--- src/rtl/spi_cfg_master.sv ---
// ---------------------------------------------------------------------------
// spi_cfg_master
//
// Serial configuration master for an SPI_2909-style shift chain. After reset
// release it holds the chain in reset for GRST_CYCLES clocks, then accepts
// WIDTH-bit words on a start handshake. Each word is shifted out on spi_sin
// with a divided shift clock, the chain's serial return is captured in the
// same bit order, and a parallel-load strobe follows the last bit.
//
// Parameters:
//   WIDTH        bits per transaction (>= 2)
//   CLK_DIV      SCLK cycles per half-period of spi_clk (>= 1)
//   LSB_FIRST    0 = MSB shifted first, 1 = LSB shifted first
//   GRST_CYCLES  SCLK cycles spi_rst_n is held low after reset release (>= 1)
//
// Ports:
//   SCLK        system clock, rising edge
//   RST         asynchronous active-low reset
//   start       transaction request, accepted when busy = 0
//   wr_data     word to shift out, sampled on acceptance
//   regsel_in   register select, sampled on acceptance
//   busy        high during init and during a transaction
//   done        one-cycle pulse at transaction end
//   rd_data     word captured from spi_sout, updated with done
//   spi_clk     shift clock to the chain
//   spi_sin     serial data to the chain
//   spi_sout    serial data from the chain
//   spi_regsel  register select to the chain
//   spi_load    parallel-load strobe after the last bit
//   spi_rst_n   active-low chain reset
// ---------------------------------------------------------------------------
module spi_cfg_master #(
    parameter int WIDTH       = 32,
    parameter int CLK_DIV     = 4,
    parameter int LSB_FIRST   = 0,
    parameter int GRST_CYCLES = 16
) (
    input  logic             SCLK,
    input  logic             RST,
    input  logic             start,
    input  logic [WIDTH-1:0] wr_data,
    input  logic             regsel_in,
    output logic             busy,
    output logic             done,
    output logic [WIDTH-1:0] rd_data,
    output logic             spi_clk,
    output logic             spi_sin,
    input  logic             spi_sout,
    output logic             spi_regsel,
    output logic             spi_load,
    output logic             spi_rst_n
);

    localparam int DIV_W  = (CLK_DIV > 1) ? $clog2(CLK_DIV) : 1;
    localparam int INIT_W = (GRST_CYCLES > 1) ? $clog2(GRST_CYCLES) : 1;
    localparam int BIT_W  = $clog2(WIDTH);

    typedef enum logic [2:0] {
        ST_INIT,
        ST_IDLE,
        ST_SHIFT_LO,
        ST_SHIFT_HI,
        ST_LOAD,
        ST_DONE
    } state_t;

    state_t              r_state;
    state_t              w_next;
    logic [DIV_W-1:0]    r_div_cnt;
    logic [INIT_W-1:0]   r_init_cnt;
    logic [BIT_W-1:0]    r_bit_cnt;
    logic [WIDTH-1:0]    r_shift;
    logic [WIDTH-1:0]    r_cap;
    logic [WIDTH-1:0]    r_rd_data;
    logic                r_regsel;
    logic                r_busy;
    logic                r_done;
    logic                r_spi_clk;
    logic                r_spi_load;
    logic                r_spi_rst_n;

    logic w_div_last;
    logic w_init_last;
    logic w_bit_last;
    logic w_accept;
    logic w_next_bit;
    logic w_capture;

    assign w_div_last  = (r_div_cnt == DIV_W'(CLK_DIV - 1));
    assign w_init_last = (r_init_cnt == INIT_W'(GRST_CYCLES - 1));
    assign w_bit_last  = (r_bit_cnt == BIT_W'(WIDTH - 1));
    assign w_accept    = start && ((r_state == ST_IDLE) || (r_state == ST_DONE));
    // Advance to the next bit only when leaving SHIFT_HI for another SHIFT_LO,
    // so spi_sin changes on the same edge that drives spi_clk low.
    assign w_next_bit  = (r_state == ST_SHIFT_HI) && w_div_last && !w_bit_last;
    // Capture on the edge that enters SHIFT_HI (spi_clk rising).
    assign w_capture   = (r_state == ST_SHIFT_LO) && w_div_last;

    // NOTE: next-state defaults to the current state before the case, so
    // every path assigns w_next and no latch is inferred.
    always_comb begin
        w_next = r_state;
        case (r_state)
            ST_INIT:     if (w_init_last) w_next = ST_IDLE;
            ST_IDLE:     if (start)       w_next = ST_SHIFT_LO;
            ST_SHIFT_LO: if (w_div_last)  w_next = ST_SHIFT_HI;
            ST_SHIFT_HI: if (w_div_last)  w_next = w_bit_last ? ST_LOAD : ST_SHIFT_LO;
            ST_LOAD:     if (w_div_last)  w_next = ST_DONE;
            ST_DONE:     w_next = start ? ST_SHIFT_LO : ST_IDLE;
            default:     w_next = ST_INIT;
        endcase
    end

    // NOTE: sequential state uses non-blocking assignments so every flop
    // samples pre-edge values regardless of statement order.
    always_ff @(posedge SCLK or negedge RST) begin
        if (!RST) r_state <= ST_INIT;
        else      r_state <= w_next;
    end

    always_ff @(posedge SCLK or negedge RST) begin
        if (!RST) begin
            r_div_cnt  <= '0;
            r_init_cnt <= '0;
            r_bit_cnt  <= '0;
        end else begin
            // Divider restarts on every state change; it only counts in the
            // timed states, where it never passes CLK_DIV-1.
            if (w_next != r_state)
                r_div_cnt <= '0;
            else if (r_state inside {ST_SHIFT_LO, ST_SHIFT_HI, ST_LOAD})
                r_div_cnt <= r_div_cnt + DIV_W'(1);

            if ((r_state == ST_INIT) && !w_init_last)
                r_init_cnt <= r_init_cnt + INIT_W'(1);

            if (w_accept)
                r_bit_cnt <= '0;
            else if (w_next_bit)
                r_bit_cnt <= r_bit_cnt + BIT_W'(1);
        end
    end

    // NOTE: the data registers are plain flops, not a memory array, so they
    // share the async reset; this gives rd_data and spi_sin defined values.
    always_ff @(posedge SCLK or negedge RST) begin
        if (!RST) begin
            r_shift   <= '0;
            r_cap     <= '0;
            r_rd_data <= '0;
            r_regsel  <= 1'b0;
        end else begin
            if (w_accept) begin
                r_shift  <= wr_data;
                r_regsel <= regsel_in;
            end else if (w_next_bit) begin
                r_shift <= (LSB_FIRST != 0) ? {1'b0, r_shift[WIDTH-1:1]}
                                            : {r_shift[WIDTH-2:0], 1'b0};
            end

            // Fill from the opposite end to the shift-out end so a loopback
            // reproduces the original word.
            if (w_capture)
                r_cap <= (LSB_FIRST != 0) ? {spi_sout, r_cap[WIDTH-1:1]}
                                          : {r_cap[WIDTH-2:0], spi_sout};

            if ((r_state == ST_LOAD) && w_div_last)
                r_rd_data <= r_cap;
        end
    end

    // Pin-facing strobes are registered from the next state: same timing as
    // a state decode, but glitch-free at the chip pins.
    always_ff @(posedge SCLK or negedge RST) begin
        if (!RST) begin
            r_busy      <= 1'b1;
            r_done      <= 1'b0;
            r_spi_clk   <= 1'b0;
            r_spi_load  <= 1'b0;
            r_spi_rst_n <= 1'b0;
        end else begin
            r_busy      <= !((w_next == ST_IDLE) || (w_next == ST_DONE));
            r_done      <= (w_next == ST_DONE);
            r_spi_clk   <= (w_next == ST_SHIFT_HI);
            r_spi_load  <= (w_next == ST_LOAD);
            r_spi_rst_n <= (w_next != ST_INIT);
        end
    end

    assign busy       = r_busy;
    assign done       = r_done;
    assign rd_data    = r_rd_data;
    assign spi_clk    = r_spi_clk;
    assign spi_sin    = (LSB_FIRST != 0) ? r_shift[0] : r_shift[WIDTH-1];
    assign spi_regsel = r_regsel;
    assign spi_load   = r_spi_load;
    assign spi_rst_n  = r_spi_rst_n;

endmodule

--- config.mk ---
export PLATFORM = sky130hd
export DESIGN_NAME = spi_cfg_master
export DESIGN_NICKNAME = d
export VERILOG_FILES = /design/src/rtl/spi_cfg_master.sv
export SDC_FILE = /design/constraint.sdc
export NUM_CORES = 1
export LEC_CHECK = 0
export ABC_AREA = 1
export BUFFER_PORTS_ARGS = -buffer_cell sky130_fd_sc_hd__buf_4
export CAP_MARGIN = 20
export CORE_MARGIN = 2
export CORE_UTILIZATION = 55
export DETAILED_ROUTE_END_ITERATION = 10
export PLACE_DENSITY_LB_ADDON = 0.1
export REMOVE_ABC_BUFFERS = 1
export SKIP_CTS_REPAIR_TIMING = 1
export SLEW_MARGIN = 20
export SYNTH_ARGS = -nofsm -noshare
export SYNTH_HDL_FRONTEND = slang
export SYNTH_SLANG_ARGS = --single-unit
--- constraint.sdc ---
create_clock -name SCLK -period 2.1 [get_ports SCLK]
set_clock_uncertainty 0.1 [all_clocks]
set_input_delay 0.315 -clock SCLK [delete_from_list [all_inputs] [get_ports SCLK]]
set_output_delay 0.315 -clock SCLK [all_outputs]
set_load 0.01 [all_outputs]
==> results of run 1 <==
kinds of logic (layout without fill, tap and decap cells):
| logic type | Yosys count | in the layout | share of synthesized area |
|---|---|---|---|
| XOR/XNOR | 5 | 5 | 0.00922 |
| buffers and inverters | 103 | 227 | 0.0875 |
| adder cells (fa/ha/maj) | 4 | 4 | 0.0105 |
| AO/OA/AOI/OAI | 104 | 104 | 0.135 |
| flip-flops | 116 | 116 | 0.611 |
| AND/OR/NAND/NOR | 167 | 167 | 0.146 |
Yosys cell counts (2+ instances only):
library cell / number / share of area
nand3_2: 2 / 0.0042
o211ai_1: 3 / 0.0047
o221ai_1: 28 / 0.052
a21oi_1: 2 / 0.0021
nand2_1: 123 / 0.097
nor3_1: 7 / 0.0074
dfrtp_1: 115 / 0.61
nand4_1: 3 / 0.0040
ha_1: 4 / 0.011
inv_1: 76 / 0.060
nand3_1: 10 / 0.011
inv_2: 3 / 0.0024
xor2_1: 4 / 0.0074
a22o_1: 2 / 0.0037
buf_6: 2 / 0.0047
o21ai_0: 68 / 0.072
clkbuf_1: 11 / 0.0087
nor2_1: 16 / 0.013
buf_2: 11 / 0.012
state kept, by name, indices dropped and copies added, names as in the netlist:
| name | cells |
|---|---|
| busy | 1 |
| spi_regsel | 1 |
| r_shift | 32 |
| r_div_cnt | 2 |
| rd_data | 32 |
| spi_rst_n | 1 |
| done | 1 |
| spi_clk | 1 |
| r_cap | 32 |
| spi_load | 1 |
| r_state | 3 |
| r_init_cnt | 4 |
| r_bit_cnt | 5 |
final cells by class:
cell class	instances	area, sq um	area share
Sequential cell	116	2900	0.453
Clock inverter	13	183	0.0285
Inverter	79	297	0.0462
Multi-Input combinational cell	280	1440	0.224
Tap cell	105	131	0.0205
Timing Repair Buffer	116	1030	0.161
Clock buffer	19	432	0.0673
power by group through the flow:
stage | clock network, mW | registers, mW | logic (mW)
after global placement | 0 | 2.28 | 0.113
after detailed placement | 0 | 2.28 | 0.116
after floorplan | 0 | 2.28 | 0.00636
after CTS | 2.97 | 2.25 | 0.116
after global routing | 3.07 | 2.25 | 0.184
final | 2.92 | 2.25 | 0.167
cell usage in the layout (no fill, tap or decap), types with 2 or more instances in the layout:
cell and instances:
o211ai_1 3, clkinv_2 3, a22o_1 2, nand4_1 3
ha_1 3, bufinv_16 4, dlygate4sd3_1 35, a21oi_1 2
nor2_1 16, nor3_1 7, o21ai_0 68, inv_2 3
dfrtp_1 115, buf_4 75, xor2_1 4, nand2_1 123
nand3_1 9, o221ai_1 28, clkbuf_8 2, inv_1 76
nand3_2 3, clkinvlp_4 4, buf_12 6, clkbuf_16 16
clkinv_4 2
metrics by stage:
step	power, mW	hold WS [ns]	util	TNS (ns)	worst slack, ns
after floorplan	2.29	-0.0806	-	-8.21	-0.420
after CTS	5.33	-0.340	0.731	0	0.213
after global placement	2.40	0.194	0.657	0	0.349
final	5.33	0.184	0.773	0	0.199
after detailed placement	2.40	0.195	0.657	0	0.268
after global routing	5.50	0.183	0.773	-0.00636	-0.00636
critical path, delay by kind of cell, from the launching register on:
kind | cells | cell delay (ns)
xor gates and xnor gates | 1 | 0.17
buffers and inverters | 3 | 0.34
and+or+nand+nor | 3 | 0.32
DFF | 1 | 0.40
adders and majority gates | 2 | 0.43
path summary, 6_finish.rpt:
check	startpoint	slack, ns	cells past startpoint	end
max	r_bit_cnt[0]$_DFFE_PN0P_	0.20	9	r_bit_cnt[0]$_DFFE_PN0P_
min	start	0.18	3	r_state[0]$_DFF_PN0_
max reg2reg	r_bit_cnt[0]$_DFFE_PN0P_	0.20	9	r_bit_cnt[0]$_DFFE_PN0P_
min reg2reg	r_init_cnt[3]$_DFFE_PN0P_	0.37	1	r_init_cnt[3]$_DFFE_PN0P_
max in group asynchronous	RST	1.08	3	r_shift[19]$_DFFE_PN0P_
min in group asynchronous	RST	0.20	2	rd_data[23]$_DFFE_PN0P_
layer usage:
metal / wire [um] / global-route usage / up-vias / share of wire
met5: 0 / 0 / - / 0
met4: 138 / 0.0758 / 0 / 0.014
met3: 424 / 0.0506 / 14 / 0.043
met2: 5090 / 0.351 / 108 / 0.52
met1: 4220 / 0.266 / 1873 / 0.43
li1: - / - / 1841 / -
==> summary.txt, run 1 <==
Pwr
  – Leakage Power: ~3 nW
  – Logic gate share of total power: 0.031
  – P_int: ~4.3 mW
  – Pwr Density: 831 nW/um^2
  – Sequential share of power: 0.421
  – Psw: 1.04 mW
  – Clk pwr share: 0.548
  – Switching Share: 0.196
  – Worst VDD drop: 0.565 mV

Synthesis
  – Sequential fraction of the synthesis area: 0.611
  – Top FF cell, synth: dfrtp_1
  – Unique masters post-synth: 28
  – EDFF count, synth: 0
  – Yosys Warn Count: 0
  – Post-Syn Area: 4750 sq um
  – Asr flop ratio synth: 1.00
  – Synthesized instance count: 499
  – #FFs+latches synth: 116
  – Avg Cell Area, Syn: 9.52 sq um

Worst setup path
  – Slowest cell on the critical path: dfrtp_1
  – Critical Path RT: about 2.4 ns
  – CP max FO: 35
  – CP max stage delay: about 0.4 ns
  – Worst Setup End Kind: register
  – Critical Path AT: 2.16 ns
  – CP startpoint kind: register
  – Most used cell, CP: inv_1
  – Worst Setup Path Type: register to register
  – Worst-path cell chain: ha_1, inv_1, nor3_1, ha_2, inv_1, nand2_4, buf_12, xor2_1, nor2_1

STA
  – Fin crit share: 0.905
  – Final Hold Fails: 0
  – Tmin final: 1.90 ns
  – Max_slew headroom: 0.646
  – Final setup violation count: 0
  – Final Max Slew Viols: 0
  – Worst-margin pin slew: around 0.53 ns
  – Max Clk Rate: 526 MHz

Run
  – MaxCap Viol Count: 0

Clock network
  – Max Root-Sink Buffers: 2
  – CTS tree: yes
  – Worst-path clk slew: 0.06 ns
  – H-Tree Level Count: 4
  – Root buffer cell: clkbuf_8
  – Total CTS buffers: 17
  – Clock Sinks: 116
  – Worst-Skew Late Latency: 0.50 ns

Global route
  – First-pass GRT wire length: 16200 um
  – Initial antenna violation count: 0
  – GRT Overall Usage: 0.210
  – Largest net degree at the start of global routing: 64
  – Grt ovf: 0
  – Vias in the first global route: 3668

Route
  – Drc violations: 0
  – DR WL/cell: 13.6 um
  – Remaining antenna violation count: 0
  – Drt pass-1 iters: 4
  – Post-DR vias/cell: 5.27
  – Vias after detailed routing: 3836
  – Routed wire length: 9870 um
  – 1st-iter DRT viols: 175

Floorplan
  – # rows: 33
  – I/O Pins: 76
  – Placeable Area: 8300 sq um
  – Die span in y: approximately 97 um
  – Full die area: 9390 sq um
  – Die X: 96.9 um
  – Starting density of the core: 0.572

Finish
  – Fillcell total: 527
  – Final Instance Area: approximately 6400 sq um
  – Layout net count: 651
  – Diodes inserted: 0
  – Post-layout instance count excluding filler cells: between 700 and 800
  – Synth-to-layout area growth: 35.1%
  – Share of cells above drive strength 1: 0.201

Placed design
  – Placed insts: 661
  – Final Wtd Congestion: just over 0.8
  – Port bufs: 75
  – DP Area: roughly 5500 sq um
  – HPWL Detailed: 5950 um

Worst hold path
  – Min-delay worst type: input port to register

Run status
  – Status: finished, final reports clean
No activity file was read; power rests on OpenSTA's default activity.
==> run 2: changes to the inputs <==
--- a/config.mk
+++ b/config.mk
@@ -8,7 +8,6 @@
 export ABC_AREA = 1
 export BUFFER_PORTS_ARGS = -buffer_cell sky130_fd_sc_hd__buf_4
 export CAP_MARGIN = 20
-export CORE_MARGIN = 2
 export CORE_UTILIZATION = 55
 export DETAILED_ROUTE_END_ITERATION = 10
 export PLACE_DENSITY_LB_ADDON = 0.1
==> run 2 against run 1 <==
Total power increased by 0.99%. Die area decreased by 4.1%. Clock-buffer cell count increased by 4. Combinational power about the same. Largest power group unchanged.
==> summary.txt, run 2 (synthesis gave the netlist of run 1 again) <==
Run status
  – Status: finished, final reports clean

STA
  – Final Hold Fails: 0 (unchanged)
  – Hold_ws: 0.138 ns (-0.0458 ns)
  – Max_slew headroom: 0.649 (+0.00202)
  – Max Clk Rate: 523 MHz (-0.62%)
  – Final Max Slew Viols: 0 (unchanged)
  – Final setup violation count: 0 (unchanged)
  – Worst-margin pin slew: 0.526 ns (-0.00302 ns)
  – Fin crit share: 0.911 (+0.00566)
  – RSZ-0062 raised after global routing: false
  – Tmin final: 1.91 ns (+0.0119 ns)
  – Total negative setup slack: 0 ns (unchanged)
  – Setup WS post-layout: 0.187 ns (-0.0119 ns)

Clock network
  – Clock Sinks: 116 (unchanged)
  – Max Root-Sink Buffers: 2 (unchanged)
  – Worst-path clk slew: 0.06 ns (about the same)
  – Root buffer cell: clkbuf_8
  – H-Tree Level Count: 4 (unchanged)
  – Worst-Skew Late Latency: 0.51 ns (about the same)
  – Total CTS buffers: 17 (unchanged)
  – CTS tree: yes

Worst setup path
  – Worst Setup Path Type: register to register
  – CP startpoint kind: register
  – Critical Path AT: 2.23 ns (+0.07 ns)
  – Worst Setup End Kind: register
  – CP max FO: 29 (-17%)
  – Critical Path RT: 2.41 ns (+0.05 ns)

Global route
  – GRT Overall Usage: 0.234 (+0.0240)
  – Initial antenna violation count: 0 (unchanged)
  – Grt ovf: 0 (unchanged)
  – First-pass GRT wire length: 15600 um (-3.5%)
  – Largest net degree at the start of global routing: 47 (-27%)
  – Vias in the first global route: 3457 (-5.8%)

Run
  – MaxCap Viol Count: 0 (unchanged)

Route
  – Remaining antenna violation count: 0 (unchanged)
  – Drc violations: 0 (unchanged)
  – Vias after detailed routing: 3722 (-3.0%)
  – 1st-iter DRT viols: 208 (+19%)
  – Drt pass-1 iters: 4 (unchanged)
  – DR WL/cell: 13.7 um (+0.99%)
  – Routed wire length: 9980 um (+1.1%)
  – Post-DR vias/cell: 5.11 (-3.1%)

Placed design
  – Final Wtd Congestion: 0.787 (-2.3%)
  – Dpl ws: 0.222 ns (-0.0458 ns)
  – Port bufs: 75 (unchanged)
  – HPWL Detailed: 5930 um (-0.41%)

Finish
  – Layout net count: 652 (+0.15%)
  – Share of cells above drive strength 1: 0.197 (-0.00353)
  – Synth-to-layout area growth: 35.0% (about the same)
  – Diodes inserted: 0 (unchanged)
  – Most frequent cells in the layout: nand2_1 (123), dfrtp_1 (115), buf_4 (77)
  – Commonest non-fill, non-tap cell in the layout: nand2_1

Floorplan
  – Starting density of the core: 0.572 (unchanged)
  – I/O Pins: 76 (unchanged)
  – Die span in y: 94.9 um (-2.1%)
  – Full die area: 9010 sq um (-4.1%)
  – # rows: 33 (unchanged)
  – Placeable Area: 8300 sq um (unchanged)
  – Die X: 94.9 um (-2.1%)

Pwr
  – Leakage Power: 3.09 nW (+0.23%)
  – Pwr Density: 840 nW/um^2 (+1.1%)
  – Worst VDD drop: 0.524 mV (-7.4%)

Worst hold path
  – Min-delay worst type: input port to register
run 2: cell types whose count changed in the layout (fill, tap and decap cells not counted), sizes merged:
cell	delta
buf	+1
clkinv	-2
clkbuf	+4
clkinvlp	-2
run 2: worst paths after layout:
kind                                          start                       to  slack, ns  cells after the start
max                        r_bit_cnt[0]$_DFFE_PN0P_  r_shift[12]$_DFFE_PN0P_       0.19                      9
max reg2reg                r_bit_cnt[0]$_DFFE_PN0P_  r_shift[12]$_DFFE_PN0P_       0.19                      9
max in group asynchronous                       RST           busy$_DFF_PN1_       1.07                      3
min reg2reg                   r_cap[31]$_DFFE_PN0P_  rd_data[31]$_DFFE_PN0P_       0.37                      2
min                                           start     r_state[0]$_DFF_PN0_       0.14                      3
min in group asynchronous                       RST  rd_data[23]$_DFFE_PN0P_       0.20                      2
run 2: area by class of cell:
cell class / count / area, sq um
sequential: 116 / 2900
fill: 520 / 1890
multi-input combinational: 280 / 1440
timing repair buffer: 117 / 1030
clock buffer: 23 / 467
inverter: 79 / 297
clock inverter: 9 / 150
tap: 105 / 131
run 2: layer usage:
metal / GRT usage / wire length, um / vias up
met5: 0 / 0 / -
met4: 0.0884 / 61 / 0
met3: 0.0789 / 402 / 4
met2: 0.387 / 5290 / 89
met1: 0.282 / 4230 / 1792
li1: - / - / 1837
run 2: metrics by stage:
| step | cells | instance area, sq um | utilization | power (mW) |
|---|---|---|---|---|
| after detailed placement | 662 | 5450 | 0.656 | 2.40 |
| after CTS | 694 | 6060 | 0.730 | 5.38 |
| after floorplan | 475 | 4630 | - | 2.29 |
| after global placement | 662 | 5450 | 0.656 | 2.40 |
| final | 729 | 6410 | 0.773 | 5.39 |
| after global routing | 729 | 6410 | 0.773 | 5.54 |
run 2: critical path, cell delays in order, from the launching register on:
cell	delay, ns
dfrtp_1	0.38
ha_1	0.16
inv_1	0.05
nor3_1	0.14
ha_1	0.25
inv_1	0.10
nand2_4	0.16
nand2_2	0.10
buf_12	0.17
o221ai_1	0.19
run 2: power by group:
part           leakage, nW  total [mW]  internal (mW)  switching [mW]
sequential            1.46        2.25           2.24         0.00279
combinational         1.33       0.167         0.0946          0.0722
clock                0.298        2.97           2.01           0.959
==> run 3: changes to the inputs <==
--- a/config.mk
+++ b/config.mk
@@ -10,6 +10,7 @@
 export CAP_MARGIN = 20
 export CORE_UTILIZATION = 55
 export DETAILED_ROUTE_END_ITERATION = 10
+export GPL_TIMING_DRIVEN = 0
 export PLACE_DENSITY_LB_ADDON = 0.1
 export REMOVE_ABC_BUFFERS = 1
 export SKIP_CTS_REPAIR_TIMING = 1
==> run 3 against run 2 <==
Die area is the same. Final cell count shrank 0.55%. Combinational power is essentially flat. Fmax shrank 3.4%. Cell area grew 0.98%. Wire length grew 3.4%. Worst hold slack gained 0.042 ns. Via count grew 1.2%. Clock power grew 6.7%. Register-to-register slack lost 0.07 ns. Critical endpoint is now r_bit_cnt[4]$_DFFE_PN0P_. Largest power group unchanged. Highest routed layer unchanged.
==> summary.txt, run 3 (synthesis gave the netlist of run 1 again) <==
Worst hold path
  – Hold Startpoint: start
  – Hold depth: 3 (unchanged)
  – Hold worst-path end: r_state[0]$_DFF_PN0_
  – Min-delay worst type: input port to register

Clock network
  – Total CTS buffers: 17 (unchanged)
  – Max Root-Sink Buffers: 2 (unchanged)
  – H-Tree Level Count: 4 (unchanged)
  – Worst-path clk slew: 0.06 ns (about the same)
  – Clock Sinks: 116 (unchanged)
  – Worst-Skew Late Latency: 0.52 ns (about the same)
  – Root buffer cell: clkbuf_8
  – CTS tree: yes

Global route
  – Vias in the first global route: 3422 (-1.0%)
  – GRT Overall Usage: 0.229 (-0.00454)
  – Grt ovf: 0 (unchanged)
  – Initial antenna violation count: 0 (unchanged)
  – First-pass GRT wire length: 15600 um (-0.49%)
  – Largest net degree at the start of global routing: 64 (+36%)

Placed design
  – Final Wtd Congestion: 0.836 (+6.3%)
  – DP Area: 5390 sq um (-1.0%)
  – HPWL Detailed: 5550 um (-6.4%)
  – Dpl ws: -0.289 ns (-0.511 ns)
  – Port bufs: 75 (unchanged)

Worst setup path
  – CP startpoint kind: register
  – Worst Setup Path Type: register to register
  – CP max FO: 30 (+3.4%)
  – Critical Path AT: 2.28 ns (+0.05 ns)
  – Worst Setup End Kind: register
  – R2r worst-path depth: 7 (-2)
  – Critical Path RT: 2.40 ns (about the same)
  – Worst r2r dst: r_bit_cnt[4]$_DFFE_PN0P_
  – Worst reg2reg startpoint: r_div_cnt[0]$_DFFE_PN0P_
  – Reg2reg setup slack: 0.12 ns (-0.07 ns)

Finish
  – Commonest non-fill, non-tap cell in the layout: nand2_1
  – Layout net count: 649 (-0.46%)
  – Synth-to-layout area growth: 36.3%
  – Final Instance Area: 6470 sq um (+0.98%)
  – Fillcell total: 517 (-0.58%)
  – Share of cells above drive strength 1: 0.198 (+0.00127)
  – Diodes inserted: 0 (unchanged)
  – Core Util, Final: 0.780 (+0.00754)
  – Most frequent cells in the layout: nand2_1 (123), dfrtp_1 (115), inv_1 (75)

STA
  – Setup WS post-layout: 0.119 ns (-0.0676 ns)
  – Worst-margin pin slew: 0.544 ns (+0.0176 ns)
  – Max Clk Rate: 505 MHz (-3.4%)
  – Final Max Slew Viols: 0 (unchanged)
  – Hold_ws: 0.180 ns (+0.0419 ns)
  – Max_slew headroom: 0.637 (-0.0118)
  – Final setup violation count: 0 (unchanged)
  – Fin crit share: 0.943 (+0.0322)
  – Tmin final: 1.98 ns (+0.0676 ns)
  – Final Hold Fails: 0 (unchanged)

Route
  – Drc violations: 0 (unchanged)
  – Remaining antenna violation count: 0 (unchanged)
  – 1st-iter DRT viols: 145 (-30%)
  – Post-DR vias/cell: 5.20 (+1.8%)
  – Routed wire length: 10300 um (+3.4%)
  – DR WL/cell: 14.2 um (+4.0%)
  – Vias after detailed routing: 3768 (+1.2%)
  – Drt pass-1 iters: 5 (+1)

Floorplan
  – Die X: 94.9 um (unchanged)
  – Placeable Area: 8300 sq um (unchanged)
  – # rows: 33 (unchanged)
  – Full die area: 9010 sq um (unchanged)
  – I/O Pins: 76 (unchanged)
  – Starting density of the core: 0.572 (unchanged)
  – Die span in y: 94.9 um (unchanged)

Pwr
  – Leakage Power: 3.10 nW (+0.32%)
  – Total power: 5.58 mW (+3.6%)
  – Pwr Density: 862 nW/um^2 (+2.6%)
  – Worst VDD drop: 0.756 mV (+44%)

Run
  – MaxCap Viol Count: 0 (unchanged)

Run status
  – Status: finished, final reports clean
[run 3: area by class of cell]
type | instances | area (sq um) | area share
timing repair buffer | 113 | 1000 | 0.154
inverter | 79 | 297 | 0.0458
clock buffer | 23 | 487 | 0.0752
clock inverter | 8 | 170 | 0.0263
sequential | 116 | 2900 | 0.449
multi-input combinational | 281 | 1490 | 0.230
tap | 105 | 131 | 0.0203
[run 3: metrics by stage]
step           instances  TNS [ns]
2_1_floorplan        475     -8.21
3_3_place_gp         655    -46.18
3_5_place_dp         657     -9.36
4_1_cts              688    -11.22
5_1_grt              725   -0.0101
6_report             725         0
[run 3: critical path, cell delays in order (launching register included)]
cell and delay (ns):
dfrtp_1 0.36, ha_1 0.34, inv_1 0.15, nor2_4 0.26
nand2_8 0.16, nand2_8 0.21, inv_2 0.09, a22o_1 0.19
[run 3: how the worst max path moves through the flow]
| stage | from | to | slack (ns) | depth (start not counted) |
|---|---|---|---|---|
| final | r_div_cnt[0]$_DFFE_PN0P_ | r_bit_cnt[4]$_DFFE_PN0P_ | 0.12 | 7 |
| after global routing | r_state[0]$_DFF_PN0_ | r_div_cnt[0]$_DFFE_PN0P_ | -0.01 | 8 |
| after CTS | r_div_cnt[0]$_DFFE_PN0P_ | r_div_cnt[0]$_DFFE_PN0P_ | -0.30 | 8 |
| after detailed placement | r_bit_cnt[0]$_DFFE_PN0P_ | r_shift[31]$_DFFE_PN0P_ | -0.29 | 10 |
| after global placement | r_state[0]$_DFF_PN0_ | r_div_cnt[0]$_DFFE_PN0P_ | -1.24 | 8 |
| after floorplan | r_state[0]$_DFF_PN0_ | r_div_cnt[0]$_DFFE_PN0P_ | -0.42 | 8 |
[run 3: report_power, final]
group          internal, mW  switching [mW]
Clock                  2.20           0.969
Sequential             2.24         0.00280
Combinational        0.0932          0.0733
[run 3: layer usage]
metal / GRT usage / wire length (um) / vias up / share of wire
li1: - / - / 1838 / -
met1: 0.304 / 4550 / 1803 / 0.44
met2: 0.352 / 5170 / 103 / 0.50
met3: 0.0523 / 404 / 24 / 0.039
met4: 0.120 / 206 / 0 / 0.020
met5: 0 / 0 / - / 0
